===== src/rtl/rtc_time_uart_tx.sv =====
// -----------------------------------------------------------------------------
// rtc_time_uart_tx
//
// Serial time reporter for the RTC. A single-cycle request on send snapshots
// the six BCD time digits and transmits the line "HH:MM:SS\r\n" over a UART
// TX line, LSB first, one start bit and one stop bit per byte.
//
// Optional feature (compile-time macro RTC_UART_PARITY_EN):
//   undefined : 8N1 frames, 10 bits per byte.
//   defined   : 8E1 frames, an even-parity bit follows the 8 data bits.
//
// Parameters:
//   CLK_HZ       - input clock frequency in Hz
//   BAUD         - line rate in bit/s
//   CLKS_PER_BIT - clocks per UART bit (>= 2), CLK_HZ/BAUD by default
//
// Ports:
//   clk   - system clock
//   rst   - asynchronous, active-low reset
//   send  - single-cycle request to transmit one time line
//   hr1   - hours tens digit (BCD)
//   hr0   - hours units digit
//   min1  - minutes tens digit
//   min0  - minutes units digit
//   sec1  - seconds tens digit
//   sec0  - seconds units digit
//   txd   - UART serial out, idle high
//   busy  - high while a line is in progress
//   done  - one-cycle pulse when a line completes
// -----------------------------------------------------------------------------
module rtc_time_uart_tx #(
   parameter int CLK_HZ       = 50000000,
   parameter int BAUD         = 115200,
   parameter int CLKS_PER_BIT = CLK_HZ / BAUD
) (
   input  logic       clk,
   input  logic       rst,
   input  logic       send,
   input  logic [1:0] hr1,
   input  logic [3:0] hr0,
   input  logic [2:0] min1,
   input  logic [3:0] min0,
   input  logic [2:0] sec1,
   input  logic [3:0] sec0,
   output logic       txd,
   output logic       busy,
   output logic       done
);

   localparam int            CW       = (CLKS_PER_BIT > 1) ? $clog2(CLKS_PER_BIT) : 1;
   localparam logic [CW-1:0] CNT_LAST = CW'(CLKS_PER_BIT - 1);
   localparam logic [3:0]    LAST_BYTE = 4'd9;

   typedef enum logic [2:0] {
      IDLE   = 3'd0,
      START  = 3'd1,
      DATA   = 3'd2,
`ifdef RTC_UART_PARITY_EN
      PARITY = 3'd3,
`endif
      STOP   = 3'd4
   } state_t;

   state_t        state, state_nxt;
   logic [CW-1:0] cnt, cnt_nxt;
   logic [2:0]    bit_idx, bit_nxt;
   logic [3:0]    byte_idx, byte_nxt;
   logic          txd_nxt, busy_nxt, done_nxt;
   logic          capture;
   logic          bit_end;
   logic [7:0]    cur_byte;

   // Digit snapshot, frozen for the whole line.
   logic [1:0]    snap_hr1;
   logic [3:0]    snap_hr0;
   logic [2:0]    snap_min1;
   logic [3:0]    snap_min0;
   logic [2:0]    snap_sec1;
   logic [3:0]    snap_sec0;

   // ASCII digit, or '?' for anything outside 0..9.
   function automatic logic [7:0] to_ascii(input logic [3:0] d);
      return (d > 4'd9) ? 8'h3F : {4'h3, d};
   endfunction

   always_comb begin
      case (byte_idx)
         4'd0:    cur_byte = to_ascii({2'b00, snap_hr1});
         4'd1:    cur_byte = to_ascii(snap_hr0);
         4'd2:    cur_byte = 8'h3A;
         4'd3:    cur_byte = to_ascii({1'b0, snap_min1});
         4'd4:    cur_byte = to_ascii(snap_min0);
         4'd5:    cur_byte = 8'h3A;
         4'd6:    cur_byte = to_ascii({1'b0, snap_sec1});
         4'd7:    cur_byte = to_ascii(snap_sec0);
         4'd8:    cur_byte = 8'h0D;
         default: cur_byte = 8'h0A;
      endcase
   end

   assign bit_end = (cnt == CNT_LAST);

   // Next-state and next-output logic. txd/busy/done are computed here one
   // cycle ahead and registered, so every output changes on the clock edge
   // that makes the corresponding state transition.
   always_comb begin
      // NOTE: every signal gets a default first so no path leaves it unassigned,
      // which would otherwise infer a latch.
      state_nxt = state;
      cnt_nxt   = cnt;
      bit_nxt   = bit_idx;
      byte_nxt  = byte_idx;
      txd_nxt   = txd;
      busy_nxt  = busy;
      done_nxt  = 1'b0;
      capture   = 1'b0;

      if (state != IDLE) begin
         cnt_nxt = bit_end ? '0 : cnt + 1'b1;
      end

      case (state)
         IDLE: begin
            if (send) begin
               capture   = 1'b1;
               state_nxt = START;
               cnt_nxt   = '0;
               byte_nxt  = '0;
               txd_nxt   = 1'b0;
               busy_nxt  = 1'b1;
            end
         end
         START: begin
            if (bit_end) begin
               state_nxt = DATA;
               bit_nxt   = '0;
               txd_nxt   = cur_byte[0];
            end
         end
         DATA: begin
            if (bit_end) begin
               if (bit_idx == 3'd7) begin
`ifdef RTC_UART_PARITY_EN
                  state_nxt = PARITY;
                  txd_nxt   = ^cur_byte;
`else
                  state_nxt = STOP;
                  txd_nxt   = 1'b1;
`endif
               end else begin
                  bit_nxt = bit_idx + 3'd1;
                  txd_nxt = cur_byte[bit_idx + 3'd1];
               end
            end
         end
`ifdef RTC_UART_PARITY_EN
         PARITY: begin
            if (bit_end) begin
               state_nxt = STOP;
               txd_nxt   = 1'b1;
            end
         end
`endif
         STOP: begin
            if (bit_end) begin
               if (byte_idx == LAST_BYTE) begin
                  state_nxt = IDLE;
                  txd_nxt   = 1'b1;
                  busy_nxt  = 1'b0;
                  done_nxt  = 1'b1;
               end else begin
                  // Back-to-back bytes: next start bit follows the stop bit directly.
                  state_nxt = START;
                  byte_nxt  = byte_idx + 4'd1;
                  txd_nxt   = 1'b0;
               end
            end
         end
         default: begin
            state_nxt = IDLE;
            txd_nxt   = 1'b1;
            busy_nxt  = 1'b0;
         end
      endcase
   end

   // NOTE: sequential state uses non-blocking assignments so all registers
   // update together from values sampled before the edge.
   always_ff @(posedge clk or negedge rst) begin
      if (!rst) begin
         state    <= IDLE;
         cnt      <= '0;
         bit_idx  <= '0;
         byte_idx <= '0;
         txd      <= 1'b1;
         busy     <= 1'b0;
         done     <= 1'b0;
      end else begin
         state    <= state_nxt;
         cnt      <= cnt_nxt;
         bit_idx  <= bit_nxt;
         byte_idx <= byte_nxt;
         txd      <= txd_nxt;
         busy     <= busy_nxt;
         done     <= done_nxt;
      end
   end

   always_ff @(posedge clk or negedge rst) begin
      if (!rst) begin
         snap_hr1  <= '0;
         snap_hr0  <= '0;
         snap_min1 <= '0;
         snap_min0 <= '0;
         snap_sec1 <= '0;
         snap_sec0 <= '0;
      end else if (capture) begin
         snap_hr1  <= hr1;
         snap_hr0  <= hr0;
         snap_min1 <= min1;
         snap_min0 <= min0;
         snap_sec1 <= sec1;
         snap_sec0 <= sec0;
      end
   end

endmodule


===== config.mk =====
export PLATFORM = sky130hd
export DESIGN_NAME = rtc_time_uart_tx
export DESIGN_NICKNAME = d
export VERILOG_FILES = /design/src/rtl/rtc_time_uart_tx.sv
export SDC_FILE = /design/constraint.sdc
export NUM_CORES = 1
export LEC_CHECK = 0
export CAP_MARGIN = 30
export CELL_PAD_IN_SITES_DETAIL_PLACEMENT = 0
export CELL_PAD_IN_SITES_GLOBAL_PLACEMENT = 2
export CORE_MARGIN = 3
export CORE_UTILIZATION = 39
export CTS_CLUSTER_DIAMETER = 60
export DETAILED_ROUTE_END_ITERATION = 6
export PLACE_DENSITY = 0.93
export SLEW_MARGIN = 5
export SYNTH_ARGS = -nofsm -noshare
export SYNTH_HDL_FRONTEND = slang
export SYNTH_SLANG_ARGS = --single-unit
export TNS_END_PERCENT = 5

===== constraint.sdc =====
create_clock -name clk -period 4.95 [get_ports clk]
set_input_delay 0.99 -clock clk [delete_from_list [all_inputs] [get_ports clk]]
set_output_delay 0.99 -clock clk [all_outputs]
set_load 0.05 [all_outputs]

* After elaboration in Yosys (flattened, before gate mapping)
Cells that the tools add are included.
** Storage, ports and cells
- Flip-flop bits (word level) :: 42
- Input port bits :: 23
- Output and inout bits :: 3
- Word-level logic and storage cells :: 101
** Cells by class
- Add/subtract/negate cells :: 3
- Magnitude comparators :: 7
- Equality and inequality tests :: 22
- Muxes and demuxes :: 43
- Bitwise operators :: 1
- Reduce and logical (&&, ||, !) cells :: 12
** Operators with widths (number)
- 6-bit case mux with 8 select lines :: 1
- 4-bit two-way mux :: 9
- 9-bit two-way mux :: 4
- 3-bit two-way mux :: 8
- 4-bit by 3-bit equality test with 1-bit output (second input constant) :: 4
- 2-bit inequality test (second input constant) :: 8
- 4-bit AND reduction :: 4
- 1-bit two-way mux :: 15
- 4-bit greater-than comparator (second input constant) :: 3
- 3-bit case mux with 4 select lines :: 1
- 9-bit by 1-bit adder with 9-bit output (second input constant) :: 1
- 9-bit equality test (second input constant) :: 1
- 4-bit by 2-bit equality test with 1-bit output (second input constant) :: 2
- 4-bit equality test (second input constant) :: 2
- 3-bit by 4-bit greater-than comparator with 1-bit output (second input constant) :: 2
- 4-bit case mux with 2 select lines :: 1
- 3-bit equality test (second input constant) :: 2
- 3-bit case mux with 2 select lines :: 1
- 5-bit AND reduction :: 1
- 4-bit by 1-bit adder with 4-bit output (second input constant) :: 1
- 4-bit by 1-bit equality test with 1-bit output (second input constant) :: 1
- 2-bit by 4-bit greater-than comparator with 1-bit output (second input constant) :: 1
- 4-bit logical NOT :: 1
- 3-bit by 4-bit less-than comparator with 1-bit output (second input constant) :: 1
- other kinds (11) :: 13

* Logic depth before layout (Yosys ltp)
Gate-level depths: netlist of the first run.
- Depth in word-level cells :: 8
- Depth in mapped cells :: 9
- Mapped depth without buffers :: 8

* Worst setup path after synthesis of the first run
OpenSTA, ideal clock, no wires.
- Path type :: in2reg
- Start :: in send
- End :: reg snap_hr0[3]
- Setup time :: 125 ps
- Arrival time :: 1819 ps
- Required time :: 4825 ps
- Setup slack :: 3007 ps
- Stages :: 4
- Path through :: nand2_1 -> nor2_2 -> buf_2 -> mux2_2
** Between the ends
- Word-level cells in the longest chain between the ends :: 2
** Ends and longest elaborated chain
- from (decl) :: line 38 : input logic send,
- 1-bit two-way mux :: line 124 : if (send) begin
- 1-bit two-way mux :: line 122 : case (state)
- to (signal assigned) :: line 219 : snap_hr0 <= hr0;
- to (decl) :: line 75 : logic [3:0] snap_hr0;
Every way passes these cells.
A chain may end at the register's enable or synchronous reset.

* Final worst setup path of the first run
- Start :: reg txd
- End :: out txd
** RTL lines
- from (decl) :: line 45 : output logic txd,
- from (signal assigned) :: line 203 : txd <= txd_nxt;
No word-level cell between the ends.

==> results of run 1 <==
## metrics by stage
stage               power, mW  instance area (um2)
floorplan               0.350                 2370
global placement        0.374                 2660
detailed placement      0.374                 2670
CTS                     0.614                 2770
global route            0.630                 2790
finish                  0.605                 2790
## tightest hold or removal path, stage by stage, from the launching register on
cell      delay (ps)
dfstp_2          370
inv_1             60
a221oi_2          50
## cells by family after synthesis
| kind of cell | count (synthesis) | synth area share |
|---|---|---|
| mux | 19 | 0.0901 |
| simple gates | 77 | 0.190 |
| buf+inv | 18 | 0.0353 |
| compound gates | 71 | 0.184 |
| xor+xnor | 4 | 0.0148 |
| flops | 42 | 0.443 |
| fa+ha+maj | 8 | 0.0422 |
## state kept, by name, indices dropped and copies added (netlist names)
signal,count
bit_idx,3
busy,1
byte_idx,4
cnt,9
done,1
snap_hr0,4
snap_hr1,2
snap_min0,4
snap_min1,3
snap_sec0,4
snap_sec1,3
state,3
txd,1
## final timing paths
| path | to | start | cells after the start |
|---|---|---|---|
| min | txd | txd | 2 |
| min in group asynchronous | snap_sec1[0] | rst | 1 |
| min reg2reg | txd | txd | 2 |
| max reg2reg | txd | byte_idx[1] | 8 |
| max in group asynchronous | byte_idx[2] | rst | 2 |
| max | txd | txd | 1 |
## routing by layer
metal  part of all wire  routed length [um]  global-route usage
met3              0.042                 209              0.0375
met1               0.52                2590               0.212
met2               0.42                2080               0.207
met5                  0                   0                   0
met4              0.015                  74              0.0526
## power breakdown
group          total, mW  switching (mW)  internal (mW)
clock network      0.236           0.123          0.112
logic             0.0268         0.00975         0.0170
registers          0.343               0          0.343
total              0.605           0.133          0.472
## area by class of cell
type,count,area [um2]
timing repair buffer,27,288
multi-input combinational,179,1240
sequential,42,1050
fill,555,2920
tap,72,90.1
clock inverter,2,12.5
inverter,8,30.0
clock buffer,6,82.6
## synthesized netlist by cell type (all sizes together) (5+ instances only)
cell type  number  area share
nor3            5       0.015
mux2           19       0.090
nor3b           6       0.019
o21ai          31       0.065
inv             8       0.013
nand3           5       0.011
ha              8       0.042
buf             8       0.020
nor2           15       0.025
a21oi          17       0.036
nand2          13       0.021
dfrtp          41        0.43
nand2b          9       0.024
==> out/qor.yml, run 1 <==
status: "completed"
insertedDiodeCount: 0
cts.sinks: 42
io_pins: 26
crit_buf_inv: 1
antenna_found_initial: 0
synthCells: 239
row_count: 27
ys_async_sr_fraction: 1.00
dp_hpwl_mm: 3.47
drc_errors: 0
drtPass1Iterations: 4
worst_ep_required_time_ps: 3960
drtIter0Drc: 77
cpMaxStageDelayCell: "clkdlybuf4s50_1"
hold_viol: 0
clock_path_buffers: 2
utilization: 0.489
period_share: 0.529
ys_types: 49
wl_mm: 4.96
final_common_cell: "dfrtp_1"
r2r_slack_ps: 2820
gp_congestion: 0.778
numCtsBuffers: 5
drive_above_1_share: 0.133
yosys_register_bits: 42
cp_cell_sequence: "clkdlybuf4s50_1"
crit_family: "buffers and inverters"
grt_pass1_vias: 1706
synth_area_um2: 2370
timing.fmax_ghz: 0.382
dp_slack_ps: 2210
tightest_slew_ps: 874
cts_tree: "built"
fin_crit_ps: 2620
start_util: 0.416
dp.cells: 327
final_cell_mix: "41 x dfrtp_1, 24 x clkdlybuf4s50_1, 18 x o21ai_0"
fin_skew_ps: 4.85
end_kind: "primary output"
cts_setup_buffers: 0
fin_setup_tns_ps: 0
postCtsResizedCells: 0
clkTransAtPathRegs_ps: 80
ir_worst_vdd_mv: 0.154
vias: 1802
start_kind: "flip-flop"
cts_htree_levels: 2
power_density_nw_per_um2: 217
synth-edff-count: 0
path_max_fanout: 2
syn_nets: 270
track_usage: 0.146
syn_to_final_growth_pct: 17.7
portBuffers: 25
wire_per_inst_um: 14.8
yosysSeqAreaShare: 0.443
grt_pass1_wl_mm: 8.27
synth-main-ff-cell: "dfrtp_1"
instances_no_fill: 336
die_h_um: 84.0
arrival_ps: 1630
min_path_type: "flip-flop to flip-flop"
yosysWarnings: 0
timing.final.ws_setup_ps: 2330
nets: 294
overflow: 0
ant_nets: 0
syn_area_per_cell_um2: 9.93
slowest_delay_ps: 800
setup_viol: 0
slew_headroom: 0.413
via_per_inst: 5.36
p_leak_nw: 1.18
critPathKind: "flip-flop to primary output"
grt_max_degree: 43
core-area_um2: 5710
clk_latency_ps: 300
die_w_um: 84.0
root_buffer: "clkbuf_8"
report.final.slew_viol_count: 0
cap_violations: 0
dieArea_um2: 7060
hold_ws_ps: 489
grt_setup_unrepaired: "no"
ctsHoldBuffers: 0
No activity file was read; power rests on OpenSTA's default activity.
==> run 2: changes to the inputs <==
--- a/config.mk
+++ b/config.mk
@@ -9,10 +9,10 @@
 export CELL_PAD_IN_SITES_DETAIL_PLACEMENT = 0
 export CELL_PAD_IN_SITES_GLOBAL_PLACEMENT = 2
 export CORE_MARGIN = 3
-export CORE_UTILIZATION = 39
+export CORE_UTILIZATION = 32
 export CTS_CLUSTER_DIAMETER = 60
 export DETAILED_ROUTE_END_ITERATION = 6
-export PLACE_DENSITY = 0.93
+export PLACE_DENSITY = 0.83
 export SLEW_MARGIN = 5
 export SYNTH_ARGS = -nofsm -noshare
 export SYNTH_HDL_FRONTEND = slang
==> constraint.sdc (replaced) <==
create_clock -name clk -period 2.22 [get_ports clk]
set_input_delay 0.444 -clock clk [delete_from_list [all_inputs] [get_ports clk]]
set_output_delay 0.444 -clock clk [all_outputs]
set_load 0.05 [all_outputs]
==> out/qor.yml, run 2 (synthesized netlist as in run 1, its figures left out) <==
syn_to_final_growth_pct: 21.5
p_leak_nw: 1.21
path_max_fanout: 2
vias: 1882
slowest_delay_ps: 790
io_pins: 26
insertedDiodeCount: 0
cp_cell_sequence: "clkdlybuf4s50_1"
track_usage: 0.135
start_kind: "flip-flop"
largest_reg_flops: 9
drtIter0Drc: 79
setup_viol: 0
clk_latency_ps: 290
row_count: 30
grt_setup_unrepaired: "no"
power_density_nw_per_um2: 458
dp_hpwl_mm: 3.83
critPathKind: "flip-flop to primary output"
period_share: 0.931
cts.sinks: 42
die_w_um: 92.1
clock_path_buffers: 2
crit_family: "buffers and inverters"
hold_viol: 0
crit_buf_inv: 1
final_common_cell: "dfrtp_1"
cts_htree_levels: 2
grt_pass1_vias: 1900
overflow: 0
fin_skew_ps: 3.08
ctsHoldBuffers: 0
fin_crit_ps: 2070
postCtsResizedCells: 0
cpMaxStageDelayCell: "clkdlybuf4s50_1"
utilization: 0.413
grt_pass1_wl_mm: 9.31
status: "completed"
drtPass1Iterations: 4
timing.final.ws_setup_ps: 153
portBuffers: 25
cap_violations: 0
numCtsBuffers: 5
die_h_um: 92.1
slew_headroom: 0.669
ir_worst_vdd_mv: 0.257
gp_congestion: 0.811
core-area_um2: 6980
final_cell_mix: "40 x dfrtp_1, 24 x clkdlybuf4s50_1, 18 x o21ai_0"
cts_tree: "built"
start_util: 0.340
drive_above_1_share: 0.176
arrival_ps: 1620
ant_nets: 0
cts_setup_buffers: 0
nets: 302
wire_per_inst_um: 14.3
dp_slack_ps: 109
report.final.slew_viol_count: 0
wl_mm: 5.25
min_path_type: "primary input to async pin"
regMostFlops: "cnt"
clkTransAtPathRegs_ps: 90
via_per_inst: 5.11
drc_errors: 0
root_buffer: "clkbuf_8"
dieArea_um2: 8490
end_kind: "primary output"
grt_max_degree: 24
r2r_slack_ps: 210
antenna_found_initial: 0
timing.fmax_ghz: 0.484
fin_setup_tns_ps: 0
worst_ep_required_time_ps: 1780
tightest_slew_ps: 495
n_fill_cell: 715
-- run 2: layout make-up --
type                       instances  area [um2]  share of cell area
inverter                           8        30.0              0.0104
timing repair buffer              35         333               0.115
clock inverter                     3        21.3             0.00738
multi-input combinational        179        1260               0.436
clock buffer                       5        68.8              0.0239
tap                               96         120              0.0416
sequential                        42        1050               0.365
-- run 2: per-layer routing --
metal | part of all wire | GRT usage | vias to the layer above
met1 | 0.50 | 0.190 | 906
met2 | 0.46 | 0.214 | 38
li1 | - | - | 936
met4 | 0.0055 | 0.0260 | 0
met5 | 0 | 0 | -
met3 | 0.040 | 0.0279 | 2
-- run 2: path summary, 6_finish.rpt --
kind / start / end / cells past startpoint
worst max-delay path: txd / txd / 1
worst max register to register: byte_idx[1] / txd / 8
worst min-delay path: rst / cnt[0] / 1
min in group clk: txd / txd / 2
worst min register to register: txd / txd / 2
max in group asynchronous: rst / txd / 2
-- run 2: metrics by stage --
step                area, um2  hold slack [ps]  cells  power [mW]
finish                   2880             69.5    368        1.32
CTS                      2860             71.4    368        1.35
detailed placement       2770              403    360       0.838
global route             2880             85.4    368        1.39
global placement         2770              399    360       0.838
floorplan                2370              148    239       0.781
-- run 2: power by group --
part / leakage [nW] / switching [mW] / total [mW] / internal, mW
combinational: 0.620 / 0.0215 / 0.0568 / 0.0353
clock: 0.0441 / 0.279 / 0.501 / 0.221
sequential: 0.546 / 0 / 0.764 / 0.764
==> run 3: changes to the inputs <==
--- a/config.mk
+++ b/config.mk
@@ -5,11 +5,12 @@
 export SDC_FILE = /design/constraint.sdc
 export NUM_CORES = 1
 export LEC_CHECK = 0
+export ABC_AREA = 1
 export CAP_MARGIN = 30
 export CELL_PAD_IN_SITES_DETAIL_PLACEMENT = 0
 export CELL_PAD_IN_SITES_GLOBAL_PLACEMENT = 2
 export CORE_MARGIN = 3
-export CORE_UTILIZATION = 32
+export CORE_UTILIZATION = 29
 export CTS_CLUSTER_DIAMETER = 60
 export DETAILED_ROUTE_END_ITERATION = 6
 export PLACE_DENSITY = 0.83
==> constraint.sdc (replaced) <==
create_clock -name clk -period 2.22 [get_ports clk]
set_input_delay 0.444 -clock clk [delete_from_list [all_inputs] [get_ports clk]]
set_output_delay 0.444 -clock clk [all_outputs]
set_load 0.005 [all_outputs]
==> out/qor.yml, run 3 <==
tightest_slew_ps: 518
row_count: 32
portBuffers: 25
synth_commonest_cells: "98 x nand2_1, 41 x dfrtp_1, 32 x inv_1"
drtIter0Drc: 76
nets: 381
crit_family: "simple AND/OR/NAND/NOR gates"
hold_viol: 0
ir_worst_vdd_mv: 0.300
reg2reg_from: "cnt[1]"
syn_area_per_cell_um2: 7.48
start_kind: "flip-flop"
dieArea_um2: 9410
yosys.area.top_type_share: 0.427
status: "completed"
slowest_delay_ps: 380
synth-main-ff-cell: "dfrtp_1"
cp_cell_sequence: "inv_1 -> ha_1 -> nand4_1 -> nor2_4 -> nor2_1 -> nor2_2 -> inv_2 -> nor2_4 -> inv_2 -> nor3_1 -> nor3_1"
synthCells: 321
synth_most_common_cell: "nand2_1"
regMostFlops: "cnt"
synth-edff-count: 0
root_buffer: "clkbuf_8"
vias: 2084
grt_max_degree: 30
cpMaxStageDelayCell: "dfrtp_1"
slew_headroom: 0.655
yosysWarnings: 0
period_share: 0.828
die_h_um: 97.0
reg2reg_to: "byte_idx[2]"
fin_crit_ps: 1840
largest_reg_flops: 9
crit_buf_inv: 3
cts_tree: "built"
timing.fmax_ghz: 0.544
min_path_type: "primary input to async pin"
worst_ep_required_time_ps: 2390
path_max_fanout: 8
cap_violations: 0
overflow: 0
setup_viol: 0
yosys.area.top_type: "dfrtp_1"
numCtsBuffers: 5
insertedDiodeCount: 0
clock_path_buffers: 2
cts_htree_levels: 2
startpoint: "cnt[1]"
io_pins: 26
wl_mm: 5.61
synth_area_um2: 2400
drive_above_1_share: 0.103
ant_nets: 0
clkTransAtPathRegs_ps: 80
syn_to_final_growth_pct: 18.7
critPathKind: "flip-flop to flip-flop"
fin_skew_ps: 9.90
track_usage: 0.126
postCtsResizedCells: 0
end_kind: "flip-flop"
utilization: 0.361
cts_setup_buffers: 0
grt_setup_unrepaired: "no"
ctsHoldBuffers: 0
dp_hpwl_mm: 4.31
core-area_um2: 7890
yosys_register_bits: 42
grt_pass1_wl_mm: 9.87
report.final.slew_viol_count: 0
antenna_found_initial: 0
via_per_inst: 4.61
arrival_ps: 2010
start_util: 0.304
ys_types: 30
power_density_nw_per_um2: 837
rr_worst_depth: 11
cts.sinks: 42
ys_async_sr_fraction: 1.00
grt_pass1_vias: 2075
wire_per_inst_um: 12.4
gp_congestion: 0.853
p_leak_nw: 1.36
syn_nets: 352
clk_latency_ps: 300
synth_area_leaders: "dfrtp_1 43%, nand2_1 15%, nand3_1 5.2%"
yosysSeqAreaShare: 0.438
die_w_um: 97.0
drtPass1Iterations: 4
drc_errors: 0
final_cell_mix: "98 x nand2_1, 41 x dfrtp_1, 32 x inv_1"
r2r_slack_ps: 380
final_common_cell: "nand2_1"
fin_setup_tns_ps: 0
==> run 3: cell count changes in the layout (fill, tap and decap cells not counted), sizes merged, moves of 8 or more <==
cell,before,now
nand2,13,103
mux2,19,0
buf,11,3
nand2b,9,0
nand3,5,26
inv,8,39
nor2,15,35
==> run 3: worst max-delay path by stage <==
| stage | to | cells past startpoint | slack [ps] |
|---|---|---|---|
| 3_3_place_gp | byte_idx[2] | 8 | 330 |
| 6_report | byte_idx[2] | 11 | 380 |
| 2_1_floorplan | byte_idx[3] | 11 | 610 |
| 3_5_place_dp | byte_idx[2] | 8 | 350 |
| 4_1_cts | byte_idx[2] | 11 | 350 |
| 5_1_grt | txd | 14 | 150 |
==> run 3: cells by family after synthesis <==
group	after synthesis	synth area share
buffers and inverters	45	0.0766
and+or+nand+nor	178	0.329
adders and majority gates	8	0.0417
xor gates and xnor gates	4	0.0146
AOI/OAI and AO/OA	44	0.100
DFF	42	0.438
==> run 3: layout make-up <==
cell class	count	area (um2)
clock buffers	5	68.8
flip-flops and latches	42	1050
inverters	40	153
repair buffers	27	273
well taps	102	128
multi-input cells	234	1160
fillers	838	5040
clock inverters	2	10.0
==> run 3: metrics by stage <==
stage | setup WS [ps] | power [mW] | hold slack [ps] | std cells | cell area (um2)
detailed placement | 348 | 1.93 | 453 | 445 | 2770
global placement | 335 | 1.92 | 451 | 445 | 2770
CTS | 349 | 2.42 | 122 | 452 | 2850
finish | 382 | 2.39 | 108 | 452 | 2850
global route | 152 | 2.60 | 136 | 452 | 2850
floorplan | 607 | 1.67 | 148 | 321 | 2400
==> run 3: routing by layer <==
layer | vias to the layer above | routed length [um] | GRT usage
met5 | - | 0 | 0
met1 | 951 | 2840 | 0.177
met3 | 5 | 256 | 0.0267
met2 | 46 | 2460 | 0.197
li1 | 1082 | - | -
met4 | 0 | 54 | 0.0346
==> run 3: report_power, final <==
part | internal (mW) | switching, mW | total (mW) | leakage [nW]
sequential | 1.03 | 0.193 | 1.22 | 0.533
clock | 0.211 | 0.263 | 0.475 | 0.0438
combinational | 0.308 | 0.381 | 0.689 | 0.785
